==> src/rtl/con_in_filter_if.sv <==
// Connector input filter bus: raw pins and enable in, filtered pins and change strobe out.
interface con_in_filter_if;
  logic       enable;
  logic [8:0] io_in;
  logic [5:0] io_out;
  logic       io678_out;
  logic       chg_pulse;
  logic [8:0] chg_mask;

  modport master (
    output enable, io_in,
    input  io_out, io678_out, chg_pulse, chg_mask
  );

  modport slave (
    input  enable, io_in,
    output io_out, io678_out, chg_pulse, chg_mask
  );
endinterface

==> src/rtl/con_in_filter.sv <==
// 9-channel connector debounce: 2-flop sync, then filt follows after STABLE_CNT differing cycles.
// Change strobe/mask built only with CON_IN_FILTER_CHG_EN defined; otherwise tied to 0.
module con_in_filter #(
  parameter int STABLE_CNT = 16,
  parameter int CNT_W      = 8
) (
  input logic           CLK,
  input logic           RST_N,
  con_in_filter_if.slave bus
);
  localparam int                 NCH     = 9;
  localparam logic [CNT_W-1:0]   CNT_MAX = CNT_W'(STABLE_CNT - 1);

  logic [NCH-1:0]   sync1_q, sync2_q;
  logic [NCH-1:0]   filt_q, filt_d;
  logic [CNT_W-1:0] cnt_q [NCH];
  logic [CNT_W-1:0] cnt_d [NCH];

  always_comb begin
    filt_d = filt_q;
    for (int i = 0; i < NCH; i++) begin
      cnt_d[i] = '0;
      // Disabled: counters stay cleared so counting restarts from 0 on re-enable.
      if (bus.enable && (sync2_q[i] != filt_q[i])) begin
        if (cnt_q[i] == CNT_MAX) begin
          filt_d[i] = sync2_q[i];
        end else begin
          cnt_d[i] = cnt_q[i] + 1'b1;
        end
      end
    end
  end

  always_ff @(posedge CLK or negedge RST_N) begin
    if (!RST_N) begin
      sync1_q <= '0;
      sync2_q <= '0;
      filt_q  <= '0;
      for (int i = 0; i < NCH; i++) cnt_q[i] <= '0;
    end else begin
      sync1_q <= bus.io_in;
      sync2_q <= sync1_q;
      filt_q  <= filt_d;
      for (int i = 0; i < NCH; i++) cnt_q[i] <= cnt_d[i];
    end
  end

  assign bus.io_out    = filt_q[5:0];
  assign bus.io678_out = |filt_q[8:6];

`ifdef CON_IN_FILTER_CHG_EN
  logic [NCH-1:0] prev_q, prev_d;
  logic [NCH-1:0] chg_mask_q, chg_mask_d;
  logic           chg_pulse_q, chg_pulse_d;

  // prev_q lags filt_q by one edge, so the strobe lands one cycle after the change.
  always_comb begin
    prev_d      = filt_q;
    chg_mask_d  = filt_q ^ prev_q;
    chg_pulse_d = |chg_mask_d;
  end

  always_ff @(posedge CLK or negedge RST_N) begin
    if (!RST_N) begin
      prev_q      <= '0;
      chg_mask_q  <= '0;
      chg_pulse_q <= 1'b0;
    end else begin
      prev_q      <= prev_d;
      chg_mask_q  <= chg_mask_d;
      chg_pulse_q <= chg_pulse_d;
    end
  end

  assign bus.chg_pulse = chg_pulse_q;
  assign bus.chg_mask  = chg_mask_q;
`else
  assign bus.chg_pulse = 1'b0;
  assign bus.chg_mask  = '0;
`endif
endmodule

==> src/flat_wrapper.sv <==
// flat-port wrapper written by rule: the top's interface ports become plain ports
module con_in_filter_flat 
#(
  parameter int STABLE_CNT = 16,
  parameter int CNT_W      = 8
)
  (CLK, RST_N, bus_enable, bus_io_in, bus_io_out, bus_io678_out, bus_chg_pulse, bus_chg_mask);
  con_in_filter_if bus_i ();
  input logic CLK;
  input logic RST_N;
  input wire logic [$bits(bus_i.enable)-1:0] bus_enable;
  input wire logic [$bits(bus_i.io_in)-1:0] bus_io_in;
  output wire logic [$bits(bus_i.io_out)-1:0] bus_io_out;
  output wire logic [$bits(bus_i.io678_out)-1:0] bus_io678_out;
  output wire logic [$bits(bus_i.chg_pulse)-1:0] bus_chg_pulse;
  output wire logic [$bits(bus_i.chg_mask)-1:0] bus_chg_mask;
  assign bus_i.enable = bus_enable;
  assign bus_i.io_in = bus_io_in;
  assign bus_io_out = bus_i.io_out;
  assign bus_io678_out = bus_i.io678_out;
  assign bus_chg_pulse = bus_i.chg_pulse;
  assign bus_chg_mask = bus_i.chg_mask;
  con_in_filter #(.STABLE_CNT(STABLE_CNT), .CNT_W(CNT_W)) u_core (.CLK(CLK), .RST_N(RST_N), .bus(bus_i));
endmodule
==> config.mk <==
export PLATFORM = sky130hd
export DESIGN_NAME = con_in_filter_flat
export DESIGN_NICKNAME = d
export VERILOG_FILES = /design/src/rtl/con_in_filter_if.sv /design/src/rtl/con_in_filter.sv /design/src/flat_wrapper.sv
export SDC_FILE = /design/constraint.sdc
export NUM_CORES = 1
export LEC_CHECK = 0
export ABC_AREA = 1
export ABC_CLOCK_PERIOD_IN_PS = 1200
export CAP_MARGIN = 20
export CORE_MARGIN = 3
export CORE_UTILIZATION = 55
export DETAILED_ROUTE_END_ITERATION = 10
export DONT_BUFFER_PORTS = 1
export GPL_ROUTABILITY_DRIVEN = 0
export GPL_TIMING_DRIVEN = 0
export MAX_ROUTING_LAYER = met4
export PLACE_DENSITY = 0.71
export SYNTH_ARGS = -nofsm -noshare
export SYNTH_HDL_FRONTEND = slang
export SYNTH_SLANG_ARGS = --single-unit
==> constraint.sdc <==
create_clock -name CLK -period 1.2 [get_ports CLK]
set_input_delay 0.18 -clock CLK [delete_from_list [all_inputs] [get_ports CLK]]
set_output_delay 0.18 -clock CLK [all_outputs]
set_load 0.1 [all_outputs]
; ---- Word level (Yosys, flattened, before mapping)
; Index checks and enable logic that the tools add are counted.
[totals]
word_cells = 84
in_bits = 12
out_inout_bits = 17
regBits = 99
[classes]
n_mux = 18
addsub = 9
reduce_logical = 19
eq_ne = 18
[ops]
columns = op, n
row1 = 8-bit 2-to-1 mux, 18
row2 = "8-bit by 1-bit adder with 8-bit output, second input constant", 9
row3 = "8-bit by 4-bit == test with 1-bit output, second input constant", 9
row4 = 2-bit AND reduction, 9
row5 = 1-bit logical AND, 9
row6 = 1-bit inequality test, 9
row7 = 3-bit OR reduction, 1

; ---- Logic depth before layout (Yosys ltp)
[logic_depth]
ltp_word = 3
mapped_depth = 6
depth_no_buf = 6

; ---- Worst setup path after synthesis
; OpenSTA, ideal clock, no wires.
[synth_timing]
path_kind = flip-flop to output port
startpoint = register u_core.filt_q[8]
endpoint = output bus_io678_out
setup_slack_ns = -0.123
stages_incl_launch_ff = 2
required_ns = 1.020
n_path_buf = 0
arrival_time_ns = 1.143
path_cell_list = dfrtp_1 > or3_1
[synth_via]
elab_chain_cells = 1
[synth_rtl]
columns = item, line_no
row1 = "start, declared", con_in_filter.sv:15  ; logic [NCH-1:0] filt_q, filt_d;
row2 = "start signal, assigned", con_in_filter.sv:43  ; filt_q <= filt_d;
row3 = 3-bit OR reduction, con_in_filter.sv:49  ; assign bus.io678_out = |filt_q[8:6];
row4 = "end, declared", flat_wrapper.sv:14  ; output wire logic [$bits(bus_i.io678_out)-1:0] bus_io678_out;
; No other way between the ends.

; ---- Final worst setup path
[layout_timing]
startpoint = register u_core.filt_q[6]
endpoint = output bus_io678_out
; Same word-level chain as after synthesis.

==> reports/metrics.yaml <==
outcome: "complete, but fails checks"
violations: "hold timing, setup timing"
critPathCaptureType: "output port"
antenna_cells: 0
fp.dieW_um: 98.14
htree_levels: 3
antenna_found_initial: 0
cts_tree: "done"
peakVddDrop_mv: 0.7535
final_cell_mix: "nand2_1, nor2_1, dfrtp_1"
overflow: 0
crit_type: "register to output port"
design.core.area_mm2: 0.007968
crit_fanout: 2
cts_root_buf: "clkbuf_8"
crit_path_start: "u_core.filt_q[6]"
die_area_mm2: 0.009631
crit_chain: "or3_4"
via_per_inst: 4.801
crit_end: "bus_io678_out"
total_power_mw: 5.678
cts_num_sinks: 99
avgRoutedWirePerCell_um: 11.04
max_freq_ghz: 0.6817
ff2ff_path_depth: 6
worstSetupStartpointType: "register"
worst_hold_path_type: "input pin to async pin"
cts.clk_slew.worst_paths_ns: 0.10
ys.flop_type: "dfrtp_1"
route.detailed.drc: 0
syn_avg_cell_area_um2: 8.051
synthCells: 580
reg2reg_from: "u_core.cnt_q[65]"
cp_slowest_cell: "or3_4"
final_common_cell: "nand2_1"
io-pin-count: 29
drt-total-wl_mm: 7.994
seq_area_mm2: 0.002485
place_hpwl_mm: 5.447
power.leakage_nw: 2.473
post-route-period-util: 1.222
worst-path-stages: 1
rr_endpoint: "u_core.filt_q[0]"
initial_core_util: 0.5861
hold_buffers: 9
min_period_ns: 1.467
clk_path_buf_depth: 2
maxCapViolations: 0
via_count: 3476
reg2reg_slack_ns: 0.06
dpl_worst_slack_ns: -0.06013
yosys_warnings: 0
setup_viol: 1
setup_ws_ns: -0.2669
path_delay_family: "simple AND/OR/NAND/NOR gates"
async_reset_ff_frac: 1.000
syn-cell-area_mm2: 0.004669
io_buffers: 0
first_global_vias: 3212
ant_nets: 0
drv_slew: 0
timing.setup.tns_ns: -0.2669
multiInputGateArea_mm2: 0.001979
path_buf_inv: 0
rsz0062_at_grt: "yes"
crit_required_ns: 1.02
grt_max_degree: 100
cpPeakStageDelay_ns: 0.54
grt_use_total: 0.1759
n_fill_cell: 664
rows: 32
final_nets: 638
hold_viol: 99
power_density_mw_per_mm2: 1056
die_h_um: 98.14
synthDistinctLibCells: 20
drt_iter0_drc: 135
synth_edf_count: 0
cts_buffers: 9
grt_pass1_wl_mm: 13.54
area_growth_pct: 15.19
ys_seq_area_frac: 0.5305
dr.pass1.iters: 4
yosys_register_bits: 99
skew_ns: 0.01568
final_layout_size_suffix_gt1_frac: 0.1367
clk_latency_ns: 0.36
cp_data_arrival_time_ns: 1.29
worst_hold_slack_ns: -0.4917
## logic make-up (layout without fill, tap and decap cells)
kind of cell,count (synthesis),after routing,synth area share
adder cells (fa/ha/maj),9,9,0.02412
AND/OR/NAND/NOR,335,335,0.2870
XOR/XNOR,18,18,0.03376
buffers and inverters,82,115,0.08360
flip-flops,99,99,0.5305
AO/OA/AOI/OAI,36,36,0.04019
other,1,10,0.0008031
## routing by layer
metal  up-vias  GRT usage  routed length [um]  share of wire
met2        39     0.2885                3941           0.49
met4         0    0.05252                  99          0.012
met3        10    0.04286                 261          0.033
li1       1833          -                   -              -
met5         -          -                   0              0
met1      1594     0.2176                3692           0.46
## sequential cells by signal, summed over array words and instances, names as in the netlist
name,flops
u_core.cnt_q,72
u_core.sync1_q,9
u_core.sync2_q,9
u_core.filt_q,9
## power by group
part	switching (mW)	leakage, nW	internal [mW]
registers	0.0470	1.32	3.39
clock network	1.06	0.0863	0.809
logic	0.255	1.07	0.112
## cells in the mapped netlist (8+ instances only)
| master | count | share of area |
|---|---|---|
| buf_4 | 17 | 0.027 |
| nor2_1 | 135 | 0.11 |
| o21ai_0 | 25 | 0.027 |
| nand3_1 | 45 | 0.048 |
| ha_1 | 9 | 0.024 |
| inv_1 | 62 | 0.050 |
| dfrtp_1 | 99 | 0.53 |
| a21oi_1 | 8 | 0.0086 |
| xor2_1 | 18 | 0.034 |
| nand2_1 | 152 | 0.12 |
## area by class of cell
cell class | instances | area share
multi-input cells | 408 | 0.3680
plain buffers | 19 | 0.04257
inverters | 63 | 0.04396
clock inverters | 4 | 0.004885
clock buffers | 12 | 0.02698
flip-flops and latches | 99 | 0.4620
well taps | 102 | 0.02373
repair buffers | 17 | 0.02791
## metrics by stage
| step | hold slack (ns) | cell area [um^2] | std cells | util |
|---|---|---|---|---|
| 3_3_place_gp | -0.1130 | 4836 | 691 | 0.6069 |
| 2_1_floorplan | -0.1156 | 4708 | 589 | - |
| 4_1_cts | -0.5114 | 5202 | 720 | 0.6530 |
| 6_report | -0.4917 | 5379 | 724 | 0.6751 |
| 3_5_place_dp | -0.1123 | 4836 | 691 | 0.6069 |
| 5_1_grt | -0.5211 | 5379 | 724 | 0.6751 |
## worst min path at each step
stage	slack (ns)	from	depth (start not counted)	endpoint
finish	-0.49	RST_N	0	u_core.cnt_q[38]
global route	-0.52	RST_N	0	u_core.cnt_q[38]
CTS	-0.51	RST_N	0	u_core.cnt_q[38]
detailed placement	-0.11	RST_N	0	u_core.cnt_q[59]
global placement	-0.11	RST_N	0	u_core.cnt_q[60]
floorplan	-0.12	RST_N	0	u_core.cnt_q[0]
## what timing repair did
item	4_1_cts	5_1_grt
buffers inserted	4	4
resized for setup	29	38
pin swaps	2	8
setup endpoints to repair	32	48
endpoints found under the hold margin	108	99
Note: power is estimated with default switching activity, not from simulation.
